### src/rtl/rob_commit_pkg.sv
// rob_commit_pkg: shared types and defaults for the ROB retirement engine.
//   rob_entry_t    : one reorder-buffer entry as seen at the extract end
//   commit_state_t : retirement FSM states
//   ROB_DEPTH / ROB_EXT_COUNT : default ROB depth and head-window width
package rob_commit_pkg;

  localparam int ROB_DEPTH     = 16;
  localparam int ROB_EXT_COUNT = 4;

  typedef struct packed {
    logic        dest_reg_valid;
    logic [4:0]  dest_reg;
    logic [31:0] result_lo;
    logic        branch_mispredict;
    logic [31:0] target_pc;
  } rob_entry_t;

  typedef enum logic [0:0] {
    CS_RUN      = 1'b0,
    CS_REDIRECT = 1'b1
  } commit_state_t;

endpackage

### src/rtl/rob_commit_select.sv
// rob_commit_select: combinational scan of the ROB head window.
// Finds the contiguous run of completed, occupied slots and the first
// mispredicted branch in it, then decides how many entries may retire.
// Ports:
//   slot_data, slot_valid, rob_used_count : head window and occupancy
//   retire_cnt  : entries to retire (0..EXT_COUNT)
//   retire_mask : one bit per retiring slot, slot 0 = oldest
//   flush_req   : branch plus delay slot retire, younger entries flush
//   mp_idx      : slot of the first eligible mispredicted branch
//   mp_target   : that branch's target_pc
module rob_commit_select
  import rob_commit_pkg::*;
#(
  parameter type T            = rob_entry_t,
  parameter int  EXT_COUNT    = ROB_EXT_COUNT,
  parameter int  DEPTHLOG2    = 4,
  parameter int  EXTCOUNTLOG2 = $clog2(EXT_COUNT)
) (
  input  T     [EXT_COUNT-1:0]    slot_data,
  input  logic [EXT_COUNT-1:0]    slot_valid,
  input  logic [DEPTHLOG2:0]      rob_used_count,
  output logic [EXTCOUNTLOG2:0]   retire_cnt,
  output logic [EXT_COUNT-1:0]    retire_mask,
  output logic                    flush_req,
  output logic [EXTCOUNTLOG2-1:0] mp_idx,
  output logic [31:0]             mp_target
);

  localparam int UW = DEPTHLOG2 + 1;
  localparam int CW = EXTCOUNTLOG2 + 1;
  localparam int EW = EXTCOUNTLOG2;

  logic                 run;
  logic                 has_mp;
  logic [EXT_COUNT-1:0] elig;
  logic [EXT_COUNT:0]   elig_ext;
  logic [CW-1:0]        n;

  always_comb begin
    run  = 1'b1;
    elig = '0;
    for (int i = 0; i < EXT_COUNT; i++) begin
      run     = run && slot_valid[i] && (rob_used_count > UW'(i));
      elig[i] = run;
    end
    // Extra zero bit lets the last slot look at a nonexistent delay slot.
    elig_ext = {1'b0, elig};

    n = '0;
    for (int i = 0; i < EXT_COUNT; i++)
      if (elig[i]) n = n + CW'(1);

    has_mp     = 1'b0;
    mp_idx     = '0;
    mp_target  = '0;
    flush_req  = 1'b0;
    retire_cnt = n;
    for (int i = 0; i < EXT_COUNT; i++) begin
      if (!has_mp && elig[i] && slot_data[i].branch_mispredict) begin
        has_mp     = 1'b1;
        mp_idx     = EW'(i);
        mp_target  = slot_data[i].target_pc;
        flush_req  = elig_ext[i+1];
        // Branch retires only together with its delay slot.
        retire_cnt = flush_req ? CW'(i + 2) : CW'(i);
      end
    end

    retire_mask = '0;
    for (int i = 0; i < EXT_COUNT; i++)
      retire_mask[i] = (CW'(i) < retire_cnt);
  end

endmodule

### src/rtl/rob_commit.sv
// rob_commit: in-order retirement engine at the ROB extract end.
// Retires up to EXT_COUNT completed head entries per cycle, writes the
// register file one cycle later, and on a mispredicted branch retires the
// branch plus delay slot, flushes younger entries and pulses a redirect.
// Ports:
//   clock, reset_n (async, active-low)
//   slot_data/slot_valid/rob_used_count/commit_hold : ROB head view, stall
//   consume/consume_count/flush/flush_idx           : ROB handshake (comb)
//   rf_wr_en/rf_wr_addr/rf_wr_data                  : regfile ports (registered)
//   redirect_valid/redirect_pc                      : fetch redirect
// Optional: ROB_COMMIT_PERF_EN adds perf_retired and perf_stall counters.
// DEPTH is assumed a power of two so head/flush indices wrap naturally.
//
// state       | meaning
// CS_RUN      | retiring normally
// CS_REDIRECT | one-cycle redirect pulse after a mispredict flush
module rob_commit
  import rob_commit_pkg::*;
#(
  parameter type T            = rob_entry_t,
  parameter int  DEPTH        = ROB_DEPTH,
  parameter int  EXT_COUNT    = ROB_EXT_COUNT,
  parameter int  DEPTHLOG2    = $clog2(DEPTH),
  parameter int  EXTCOUNTLOG2 = $clog2(EXT_COUNT)
) (
  input  logic                          clock,
  input  logic                          reset_n,
  input  T     [EXT_COUNT-1:0]          slot_data,
  input  logic [EXT_COUNT-1:0]          slot_valid,
  input  logic [DEPTHLOG2:0]            rob_used_count,
  input  logic                          commit_hold,
  output logic                          consume,
  output logic [EXTCOUNTLOG2-1:0]       consume_count,
  output logic                          flush,
  output logic [DEPTHLOG2-1:0]          flush_idx,
  output logic [EXT_COUNT-1:0]          rf_wr_en,
  output logic [EXT_COUNT-1:0][4:0]     rf_wr_addr,
  output logic [EXT_COUNT-1:0][31:0]    rf_wr_data,
  output logic                          redirect_valid,
  output logic [31:0]                   redirect_pc
`ifdef ROB_COMMIT_PERF_EN
  ,
  output logic [31:0]                   perf_retired,
  output logic [31:0]                   perf_stall
`endif
);

  commit_state_t             state;
  logic [DEPTHLOG2-1:0]      head_idx;
  logic [EXTCOUNTLOG2:0]     retire_cnt;
  logic [EXT_COUNT-1:0]      retire_mask;
  logic                      flush_req;
  logic [EXTCOUNTLOG2-1:0]   mp_idx;
  logic [31:0]               mp_target;
  logic                      active;
  logic [EXT_COUNT-1:0]      wr_next;

  rob_commit_select #(
    .T            (T),
    .EXT_COUNT    (EXT_COUNT),
    .DEPTHLOG2    (DEPTHLOG2),
    .EXTCOUNTLOG2 (EXTCOUNTLOG2)
  ) u_select (
    .slot_data      (slot_data),
    .slot_valid     (slot_valid),
    .rob_used_count (rob_used_count),
    .retire_cnt     (retire_cnt),
    .retire_mask    (retire_mask),
    .flush_req      (flush_req),
    .mp_idx         (mp_idx),
    .mp_target      (mp_target)
  );

  // reset_n gates the handshake so the ROB sees nothing during reset.
  assign active        = reset_n && (state == CS_RUN) && !commit_hold;
  assign consume       = active && (retire_cnt != '0);
  assign consume_count = EXTCOUNTLOG2'(retire_cnt - 1'b1);
  assign flush         = active && flush_req;
  assign flush_idx     = head_idx + DEPTHLOG2'(mp_idx);

  always_ff @(posedge clock or negedge reset_n) begin
    if (!reset_n) begin
      state          <= CS_RUN;
      head_idx       <= '0;
      redirect_valid <= 1'b0;
      redirect_pc    <= '0;
    end else begin
      if (consume)
        head_idx <= head_idx + DEPTHLOG2'(retire_cnt);
      case (state)
        CS_RUN: begin
          if (flush) begin
            state          <= CS_REDIRECT;
            redirect_valid <= 1'b1;
            redirect_pc    <= mp_target;
          end
        end
        CS_REDIRECT: begin
          state          <= CS_RUN;
          redirect_valid <= 1'b0;
        end
        default: begin
          state          <= CS_RUN;
          redirect_valid <= 1'b0;
        end
      endcase
    end
  end

  // WAW suppression: only the youngest retiring writer of a register writes.
  always_comb begin
    wr_next = '0;
    for (int i = 0; i < EXT_COUNT; i++) begin
      wr_next[i] = consume && retire_mask[i] && slot_data[i].dest_reg_valid &&
                   (slot_data[i].dest_reg != 5'd0);
      for (int j = i + 1; j < EXT_COUNT; j++)
        if (retire_mask[j] && slot_data[j].dest_reg_valid &&
            (slot_data[j].dest_reg == slot_data[i].dest_reg))
          wr_next[i] = 1'b0;
    end
  end

  always_ff @(posedge clock or negedge reset_n) begin
    if (!reset_n) begin
      rf_wr_en   <= '0;
      rf_wr_addr <= '0;
      rf_wr_data <= '0;
    end else begin
      rf_wr_en <= wr_next;
      for (int i = 0; i < EXT_COUNT; i++) begin
        rf_wr_addr[i] <= slot_data[i].dest_reg;
        rf_wr_data[i] <= slot_data[i].result_lo;
      end
    end
  end

`ifdef ROB_COMMIT_PERF_EN
  always_ff @(posedge clock or negedge reset_n) begin
    if (!reset_n) begin
      perf_retired <= '0;
      perf_stall   <= '0;
    end else begin
      if (consume)
        perf_retired <= perf_retired + 32'(retire_cnt);
      if ((rob_used_count != '0) && !consume)
        perf_stall <= perf_stall + 32'd1;
    end
  end
`endif

endmodule

### config.mk
export PLATFORM = sky130hd
export DESIGN_NAME = rob_commit
export DESIGN_NICKNAME = d
export VERILOG_FILES = /design/src/rtl/rob_commit_pkg.sv /design/src/rtl/rob_commit_select.sv /design/src/rtl/rob_commit.sv
export SDC_FILE = /design/constraint.sdc
export NUM_CORES = 1
export LEC_CHECK = 0
export BUFFER_PORTS_ARGS = -buffer_cell sky130_fd_sc_hd__buf_2
export CAP_MARGIN = 25
export CORE_AREA = 10 10 180 182
export DETAILED_ROUTE_END_ITERATION = 8
export DIE_AREA = 0 0 190 192
export GPL_TIMING_DRIVEN = 0
export SYNTH_ARGS = -nofsm -noshare
export SYNTH_HDL_FRONTEND = slang
export SYNTH_SLANG_ARGS = --single-unit
### constraint.sdc
create_clock -name clock -period 12.31 [get_ports clock]
set_input_delay 1.8465 -clock clock [delete_from_list [all_inputs] [get_ports clock]]
set_output_delay 1.8465 -clock clock [all_outputs]
set_load 0.03 [all_outputs]
; ---- After elaboration in Yosys (flattened, before gate mapping)
; Cells that the tools add are included.
[word_totals]
register_bits = 190
inputBits = 296
[op_classes]
add_sub_neg = 6
order_cmp = 8
eq_ne = 7
mux = 35
n_bitwise = 1
reduce_logical = 49
[op_table]
columns = op, n
row1 = $mux W32, 4
row2 = $logic_and A1 B1 Y1, 39
row3 = $eq A5 B5 Y1, 6
row4 = $mux W3, 8
row5 = $reduce_bool A5 Y1, 4
row6 = $mux W1, 17
row7 = $gt A5 B1 Y1 const B, 2
row8 = $gt A5 B2 Y1 const B, 2
row9 = $add A3 B1 Y3 const B, 3
row10 = $mux W2, 4
row11 = $lt A1 B3 Y1 const A, 2
row12 = $lt A2 B3 Y1 const A, 2
row13 = $add A4 B2 Y4, 1
row14 = $add A4 B3 Y4, 1
row15 = $logic_not A1 Y1, 4
row16 = $pmux W1 S2, 2
row17 = $reduce_bool A3 Y1, 1
row18 = $ne A2 B2 Y1 const B, 1
row19 = $reduce_and A2 Y1, 1
row20 = $sub A2 B1 Y2 const B, 1
row21 = $not A1 Y1, 1

; ---- Logic depth before layout (Yosys ltp)
; Gate-level depths: netlist of the first run.
[logic_depth]
word_depth = 24
ltp_mapped = 16
mapped_depth_nobuf = 15

; ---- By module
; From an unflattened synthesis of the first run, not the netlist that was laid out.
[hier_totals]
cells_unflattened = 536
area_unflattened_um2 = 7449.6
[by_module_without_submodules]
columns = module, n_inst, cells_each, area_per_inst_um2
row1 = rob_commit, 1, 324, 6024.5
row2 = rob_commit_select, 1, 212, 1425.1

; ---- Least setup slack after synthesis of the first run
; No wires, ideal clock.
[synth_timing]
path_type = input-to-output
from = input port rob_used_count[4]
to = output port consume
arrival_ps = 4826
slack_ps = 5638
stages = 13
n_path_buf = 1
path_cell_list = or3_4 -> buf_6 -> o31a_1 -> ha_1 -> inv_1 -> xnor2_1 -> ha_1 -> o221ai_1 -> a221oi_4 -> or3_1 -> inv_1 -> ha_1 -> a21boi_2
[synth_between]
elab_chain_len = 18
word_cells_on_any_way = 40
cone_classes = add/sub: 3 / order compare: 4 / mux: 14 / reduce/logical: 19
[synth_lines]
columns = element, line
row1 = start: declaration, rob_commit.sv:30  ; input logic [DEPTHLOG2:0] rob_used_count,
row2 = branches (longest 15 deep; another with $gt A5 B1 Y1), -
row3 = $mux W3 *, rob_commit_select.sv:59  ; if (!has_mp && elig[i] && slot_data[i].branch_mispredict) begin
row4 = $reduce_bool A3 Y1 *, rob_commit.sv:76  ; assign consume = active && (retire_cnt != '0);
row5 = $logic_and A1 B1 Y1 *, rob_commit.sv:76
row6 = end: declaration, rob_commit.sv:32  ; output logic consume,
; Mark *: on every way between the ends.

; ---- Final worst setup path of the first run
; Ends and elaborated chain as after synthesis.

==> impl.org, run 1 <==
** Synthesis
- After synthesis, the netlist uses 62 different library cells.
- Of the total synthesized cell area, the portion taken by full adders, half adders and majority gates is 0.0221.
- The cell area that synthesis handed to floorplanning was 0.00692 mm2.
- After synthesis the netlist holds a flip-flop and latch count of 190.
- For this run, the register share of the synthesized area comes to 0.687.
- Counting every net in the synthesized netlist gives 772.
- The portion of synthesized area spent on multiplexers is 0.0526.
- Dominant synthesized flop cell :: sky130_fd_sc_hd__dfrtp_1
- Post-synthesis share of cell area spent on xor and xnor gates :: 0.0443
- The post-synthesis compound-gate area fraction was 0.110.
- Yosys mapped a number of flops with a built-in enable equal to 0.
- For this run, asynchronously set or reset flops after synthesis account for 1.00.
- Gate Count Post-Synth :: 465
- Avg Cell Area, Syn :: 14.9 um2
- After synthesis, the largest family of logic cells by area is compound AO/OA/AOI/OAI gates.
- Number of warnings printed during yosys synthesis :: 0
- Of the total synthesized cell area, the portion taken by AND, OR, NAND and NOR gates is 0.0450.

** Pwr
- In this run the power spent charging and discharging nets is 568 uW.
- Internal power comes to 1.11 mW.
- Clock group share of total power :: 0.334
- For this design the ratio of total power to cell area is 162 mW/mm2.
- Of the total power, the share spent switching nets is 0.340.
- The share of total power dissipated in sequential elements is 0.428.
- Across the VDD grid, the largest voltage drop is 0.0000844 V.
- Power Total :: 1.67 mW
- Portion of total power attributed to combinational logic :: 0.238
- Leak Pwr :: 5.18 nW

** Detailed routing
- The detail route stage leaves a number of antenna-violating nets equal to 0.
- DRC violations left :: 0
- In the final routed layout, each cell accounts on average for 20.8 um.
- After detailed routing, the total wire length is 27.8 mm.
- Ratio of routed vias to standard cells :: 4.28
- In this run, the number of DRC markers left after iteration 0 of detailed routing was 472.
- For this run, the detailed router's first-pass iteration total came to 8.
- The detailed router placed 5730 vias in this run.

** Floorplan
- The die is 192 um tall.
- Number of rows in the core area :: 62
- The die covers 0.0365 mm2.
- Die width :: 190 um
- Starting Density :: 0.242
- Core area :: 0.0286 mm2
- Number of top-level pins :: 489

** Timing
- Shortest clock period the worst path allows after layout :: 7.23 ns
- The worst path meets setup with 5.08 ns of slack.
- The worst pin sits at a relative slew slack of 0.516.
- Hold Worst Slack :: 0.488 ns
- Based on the critical path, the design can be clocked at up to 138 MHz.
- Period Utilization, post-route :: 0.587
- The hold violation total from the final report is 0.
- Tightest Pin Transition :: 0.725 ns
- Setup violators final :: 0
- Post-route clock skew :: 0.0253 ns
- Unrepaired setup endpoints after global routing :: no
- For the final routed database, the setup TNS stands at 0 ns.
- Number of max-slew violations in the final report :: 0

** Global route
- Entering global routing, the biggest net connects 121 pins.
- The first global-routing pass estimated 39.8 mm of wire.
- Tot GR Track Use :: 0.144
- Antenna violations before repair :: 1
- The number of global-route vias before repair was 6028.
- After global routing the overflow that remains totals 0.

** Clock tree
- Htree depth :: 4
- Number of buffers between clock root and the deepest sink :: 2
- In this run the post-CTS setup repair buffer count came out at 0.
- The clock reaches the later pin of the worst-skew pair after 0.44 ns.
- Clock-pin slew was measured on the worst setup and hold paths at 0.08 ns.
- TritonCTS built the clock tree.
- Number of CTS-inserted buffers :: 17
- Clock root buffer :: sky130_fd_sc_hd__clkbuf_16
- The number of hold buffers added after CTS was 0.
- After clock tree synthesis, the repair step resized 0 gates.
- Counting every sink on the clock net gives 190.

** Setup path
- STA classifies the critical path startpoint as a primary input.
- Kind of end point of the critical path :: primary output
- Most frequent cell on the critical path :: sky130_fd_sc_hd__ha_1
- Data arrives at the worst endpoint at 5.38 ns.
- At the worst endpoint, the required time is 10.46 ns.
- Gate family responsible for the most delay along the worst path :: compound AO/OA/AOI/OAI gates
- Chain of cells forming the critical path :: buf_2, or3_4, buf_6, o31a_1, ha_1, inv_1, xnor2_1, ha_1, o221ai_1, a221oi_4, or3_1, inv_1, ha_1, a21boi_2, buf_2
- Together, buffers and inverters on the worst path number 5.
- CP max stage delay :: 0.42 ns
- Worst reg-to-reg path cell count :: 5
- Cell at the slowest stage of the critical path :: sky130_fd_sc_hd__a221oi_4
- Of all nets on the critical path, the largest fanout is 10.
- Across all register-to-register paths, the minimum setup slack is 10.06 ns.
- Following the worst setup path forward leads to its endpoint at consume.
- The startpoint identified for the worst register-to-register timing path is state.
- The worst register-to-register path ends at redirect_pc[3].
- Cell count along the critical path :: 15
- Tracing the worst setup path back leads to its startpoint at rob_used_count[4].
- Critical path class :: primary input to primary output

** Final layout
- Most used cells in the layout excluding fill and tap cells :: 458 x sky130_fd_sc_hd__buf_2, 190 x sky130_fd_sc_hd__dfrtp_1, 42 x sky130_fd_sc_hd__inv_1
- Compared with the post-synthesis result, the final layout area differs by 49.2%.
- The filler cells instantiated in the layout total 2850.
- Share of layout cells above drive strength 1 :: 0.541
- Summing all multi-input logic gate instances after layout gives 0.00189 mm2.
- Summing all flip-flop and latch instances after layout gives 0.00475 mm2.
- Summing all non-filler instances in the final layout gives an area of 0.0103 mm2.
- At the end of the flow, the number of nets in the layout was 1248.
- Commonest non-fill, non-tap cell in the layout :: sky130_fd_sc_hd__buf_2
- Ant diodes :: 0

** Place
- The placed instances occupy a cell area of 0.00972 mm2.
- Routability cong. :: 0.827
- Timing analysis after detailed placement gives a worst setup slack of 5.10 ns.
- Once detailed placement completed, the half-perimeter wirelength came to 23.1 mm.
- During placement, the flow inserted port buffers numbering 456.

** Worst hold path
- The path class of the tightest hold or removal check is flop to flop.

** Outcome
- The run finished with clean final reports.

** Flow run
- The tool flagged a number of max-cap violations equal to 0.
flip-flops by register name, summed over array words and instances (netlist names):
name	cells
head_idx	4
redirect_pc	32
redirect_valid	1
rf_wr_addr	20
rf_wr_data	128
rf_wr_en	4
state	1
power by group through the flow:
stage	registers (mW)	clock network (mW)	logic, mW
3_5_place_dp	0.729	0	0.406
4_1_cts	0.717	0.576	0.407
5_1_grt	0.725	0.605	0.430
2_1_floorplan	0.845	0	0.108
6_report	0.717	0.559	0.398
3_3_place_gp	0.728	0	0.400
worst min path at each step:
stage / start / to / slack (ns) / cells past startpoint
floorplan: state / redirect_valid / 0.44 / 1
global placement: state / redirect_valid / 0.47 / 1
detailed placement: head_idx[3] / head_idx[3] / 0.48 / 1
CTS: head_idx[3] / head_idx[3] / 0.49 / 1
global route: head_idx[3] / head_idx[3] / 0.50 / 1
finish: head_idx[3] / head_idx[3] / 0.49 / 1
layout make-up:
class / count / area share
plain buffers: 16 / 0.0102
clock buffers: 18 / 0.0416
clock inverters: 14 / 0.0166
inverters: 44 / 0.0160
multi-input cells: 215 / 0.183
flip-flops and latches: 190 / 0.461
well taps: 384 / 0.0466
repair buffers: 457 / 0.225
Yosys cell counts, types with 2 or more instances:
cell type                  instances  area [um2]
sky130_fd_sc_hd__a21oi_1           5        25.0
sky130_fd_sc_hd__a222oi_1         32         320
sky130_fd_sc_hd__a31o_1            2        17.5
sky130_fd_sc_hd__a31oi_1           5        31.3
sky130_fd_sc_hd__and3_1            5        31.3
sky130_fd_sc_hd__buf_2             3        15.0
sky130_fd_sc_hd__buf_4             3        22.5
sky130_fd_sc_hd__buf_6             4        45.0
sky130_fd_sc_hd__clkbuf_1          6        22.5
sky130_fd_sc_hd__dfrtp_1         190        4750
sky130_fd_sc_hd__fa_1              2        40.0
sky130_fd_sc_hd__ha_1              9         113
sky130_fd_sc_hd__inv_1            42         158
sky130_fd_sc_hd__mux2_1            2        22.5
sky130_fd_sc_hd__mux2i_1          33         330
sky130_fd_sc_hd__nand2_1           7        26.3
sky130_fd_sc_hd__nand3_1           9        45.0
sky130_fd_sc_hd__nand3b_1          2        15.0
sky130_fd_sc_hd__nor2_1           10        37.5
sky130_fd_sc_hd__nor2b_1           2        12.5
sky130_fd_sc_hd__nor3_1            5        25.0
sky130_fd_sc_hd__nor4_1            3        18.8
sky130_fd_sc_hd__o211ai_1          2        15.0
sky130_fd_sc_hd__o21ai_0           4        20.0
sky130_fd_sc_hd__o21ai_2           3        26.3
sky130_fd_sc_hd__o221a_1           2        22.5
sky130_fd_sc_hd__or3_1             2        12.5
sky130_fd_sc_hd__or4_1             4        30.0
sky130_fd_sc_hd__xnor2_1          17         149
sky130_fd_sc_hd__xor2_1           18         158
per-stage QoR:
stage                     utilization  std cells
after floorplan                     -        465
final                           0.360       1338
after global routing            0.360       1338
after global placement          0.338       1305
after detailed placement        0.339       1306
after CTS                       0.360       1338
layer usage:
layer | GRT usage | vias up | wire [um]
met4 | 0.0379 | 0 | 274
met3 | 0.0430 | 14 | 2050
li1 | - | 2625 | -
met2 | 0.253 | 259 | 14700
met5 | 0 | - | 0
met1 | 0.169 | 2832 | 10800
logic make-up (layout without fill, tap and decap cells):
kind of cell / count (synthesis) / in the layout
adder cells (fa/ha/maj): 11 / 11
XOR/XNOR: 35 / 35
multiplexers: 36 / 36
buffers and inverters: 60 / 549
AO/OA/AOI/OAI: 77 / 77
flip-flops: 190 / 190
AND/OR/NAND/NOR: 56 / 56
No activity file was read; power rests on OpenSTA's default activity.
==> inputs of run 2 (changes only) <==
- CORE_AREA: 10 10 180 182 -> 10 10 181 183
- DIE_AREA: 0 0 190 192 -> 0 0 191 193
- clock period: 12.31 -> 7.4 ns (I/O delays scaled with it)
==> impl.org, run 2 (synthesized netlist as in run 1, its figures left out) <==
** Detailed routing
- Ratio of routed vias to standard cells :: 4.26 (-0.42%)
- DR iter-0 viols :: 346 (-27%)
- DRC violations left :: 0 (unchanged)
- Number of routed nets with antenna violations :: 0 (unchanged)
- The total detailed-routing wirelength came to 27.0 mm (-2.9%).
- Routed via count :: 5740 (+0.17%)
- The detailed-routing iteration count for the pre-antenna-repair pass is 6 (-2).
- The average routed wire per standard cell is 20.1 um (-3.5%).

** Pwr
- Leak Pwr :: 5.17 nW (-0.22%)
- The total power draw came to 2.74 mW (+64%).
- Worst vdd rail ir drop :: 0.000134 V (+59%)
- The cell area power density was 266 mW/mm2 (+64%).

** Final layout
- Commonest non-fill, non-tap cell in the layout :: sky130_fd_sc_hd__buf_2
- Most used cells in the layout excluding fill and tap cells :: 458 x sky130_fd_sc_hd__buf_2, 190 x sky130_fd_sc_hd__dfrtp_1, 42 x sky130_fd_sc_hd__inv_1
- Number of nets in the finished design :: 1248 (unchanged)
- The final standard cell area without fillers came to 0.0103 mm2 (about the same).
- The proportion of layout cells with a drive suffix above 1 was 0.541 (unchanged).
- Number of flip-flops under the largest register name :: 128 (unchanged)
- Register ranked first by flip-flop count :: rf_wr_data
- The area growth from synthesis to layout is 49.0% (about the same).
- The largest registers in the layout are rf_wr_data x128, redirect_pc x32, rf_wr_addr x20.

** Global route
- The maximum number of pins on one net before global-route repair came to 113 (-6.6%).
- Global-route wire length before repair :: 38.4 mm (-3.7%)
- Remaining Overflow, GRT :: 0 (unchanged)
- Via count of the first global-routing pass :: 6085 (+0.95%)
- Antenna violations before repair :: 1 (unchanged)
- The overall track demand over capacity in global routing came to 0.137 (-0.00703).

** Timing
- Setup violators final :: 0 (unchanged)
- The maximum clock skew at final layout was 0.0113 ns (-0.0141 ns).
- Unrepaired setup endpoints after global routing :: no
- The worst slack on hold paths came to 0.478 ns (-0.0105 ns).
- Max Clock Freq :: 171 MHz
- Shortest clock period the worst path allows after layout :: 5.84 ns
- Final hold violation count :: 0 (unchanged)
- Tightest Pin Transition :: 0.743 ns (+0.0177 ns)
- The max-slew violation count came to 0 (unchanged).
- Dividing the final minimum period by the clock period gives 0.789.
- Max transition margin :: 0.504 (-0.0118)

** Floorplan
- Die width :: 191 um (+0.53%)
- The area inside the core boundary is 0.0292 mm2 (+2.2%).
- The effective utilization at floorplan was 0.237 (-0.00512).
- The area of the die is 0.0369 mm2 (+1.0%).
- Number of top-level pins :: 489 (unchanged)
- Die Ht :: 193 um (+0.52%)
- The number of standard-cell rows in the floorplan came to 63 (+1.6%).

** Clock tree
- Number of CTS-inserted buffers :: 17 (unchanged)
- The depth of the CTS H-tree came to 4 (unchanged).
- Number of clock sinks :: 190 (unchanged)
- The number of hold buffers added after CTS is 0 (unchanged).
- The tree is rooted in a sky130_fd_sc_hd__clkbuf_16.
- The post-cts sizing count is 0 (unchanged).
- Count of buffers added by post-CTS timing repair for setup :: 0 (unchanged)
- Number of buffers between clock root and the deepest sink :: 2 (unchanged)
- Clock edge transition at the registers on the reported setup and hold paths :: 0.08 ns (about the same)
- The worst-skew pair later-pin latency came to 0.42 ns (-0.02 ns).
- CTS tree :: built

** Setup path
- Critical path class :: primary input to primary output
- The worst setup path is launched from a primary input.
- The required time at the worst-slack endpoint came to 6.29 ns (-4.17 ns).
- The data arrival at the endpoint of the critical path was 4.73 ns (-0.65 ns).
- The largest fanout on the critical path is 10 (unchanged).
- Kind of end point of the critical path :: primary output

** Place
- Routability cong. :: 0.836 (+1.1%)
- The detailed placement HPWL is 22.3 mm (-3.3%).
- The number of buffers added on ports was 456 (unchanged).
- Placed Instance Area :: 0.00973 mm2 (about the same)

** Flow run
- Count of maximum capacitance violations :: 0 (unchanged)

** Outcome
- The flow ran to the end, and the final reports show no timing, DRC or antenna violations.

** Worst hold path
- Min-delay worst type :: flop to flop
## run 2: changes by cell type in the layout (fill, tap and decap cells not counted), sizes merged
cell / delta
diode: +2
clkinv: +2
bufinv: -1
inv: -1
## run 2: worst paths after layout
check,depth (start not counted),endpoint,slack [ns],from
max in group asynchronous,2,rf_wr_data[113],5.82,reset_n
min,1,redirect_valid,0.48,state
max,15,consume,1.56,rob_used_count[4]
max reg2reg,5,redirect_pc[3],5.09,state
min in group asynchronous,1,rf_wr_addr[13],0.63,reset_n
min reg2reg,1,redirect_valid,0.48,state
## run 2: where the power goes
| group | switching (mW) | leakage [nW] | internal (mW) | total (mW) |
|---|---|---|---|---|
| Sequential | 0.0488 | 2.25 | 1.14 | 1.19 |
| Combinational | 0.450 | 2.64 | 0.210 | 0.660 |
| Clock | 0.437 | 0.280 | 0.451 | 0.888 |
| Total | 0.936 | 5.17 | 1.80 | 2.74 |
## run 2: final cells by class
cell class | count | area [um2]
clock buffer | 18 | 429
inverter | 44 | 165
tap | 390 | 488
antenna | 2 | 5.00
fill | 2957 | 18900
buffer | 16 | 105
clock inverter | 14 | 149
multi-input combinational | 215 | 1890
timing repair buffer | 457 | 2320
sequential | 190 | 4750
## run 2: per-stage QoR
stage	instances	TNS, ns	utilization	setup WS [ns]
4_1_cts	1344	0	0.352	1.56
6_report	1346	0	0.353	1.56
3_3_place_gp	1311	-0.0629	0.331	-0.0629
2_1_floorplan	465	0	-	2.20
3_5_place_dp	1312	0	0.333	1.59
5_1_grt	1345	0	0.352	1.35
## run 2: critical path, cell delays in order
cell and delay [ns]:
sky130_fd_sc_hd__buf_2 0.14, sky130_fd_sc_hd__or3_4 0.39, sky130_fd_sc_hd__buf_6 0.15, sky130_fd_sc_hd__o31a_1 0.27, sky130_fd_sc_hd__ha_1 0.38, sky130_fd_sc_hd__inv_1 0.09
sky130_fd_sc_hd__xnor2_1 0.14, sky130_fd_sc_hd__ha_1 0.28, sky130_fd_sc_hd__o221ai_1 0.21, sky130_fd_sc_hd__a221oi_4 0.46, sky130_fd_sc_hd__or3_1 0.19, sky130_fd_sc_hd__inv_1 0.07
sky130_fd_sc_hd__ha_1 0.21, sky130_fd_sc_hd__a21boi_2 0.34, sky130_fd_sc_hd__buf_2 0.28
## run 2: metal layers
layer,vias up,GRT usage,wire (um)
met5,-,0,0
met4,0,0.0394,246
met3,15,0.0441,2370
met2,285,0.236,13900
met1,2820,0.161,10500
li1,2620,-,-
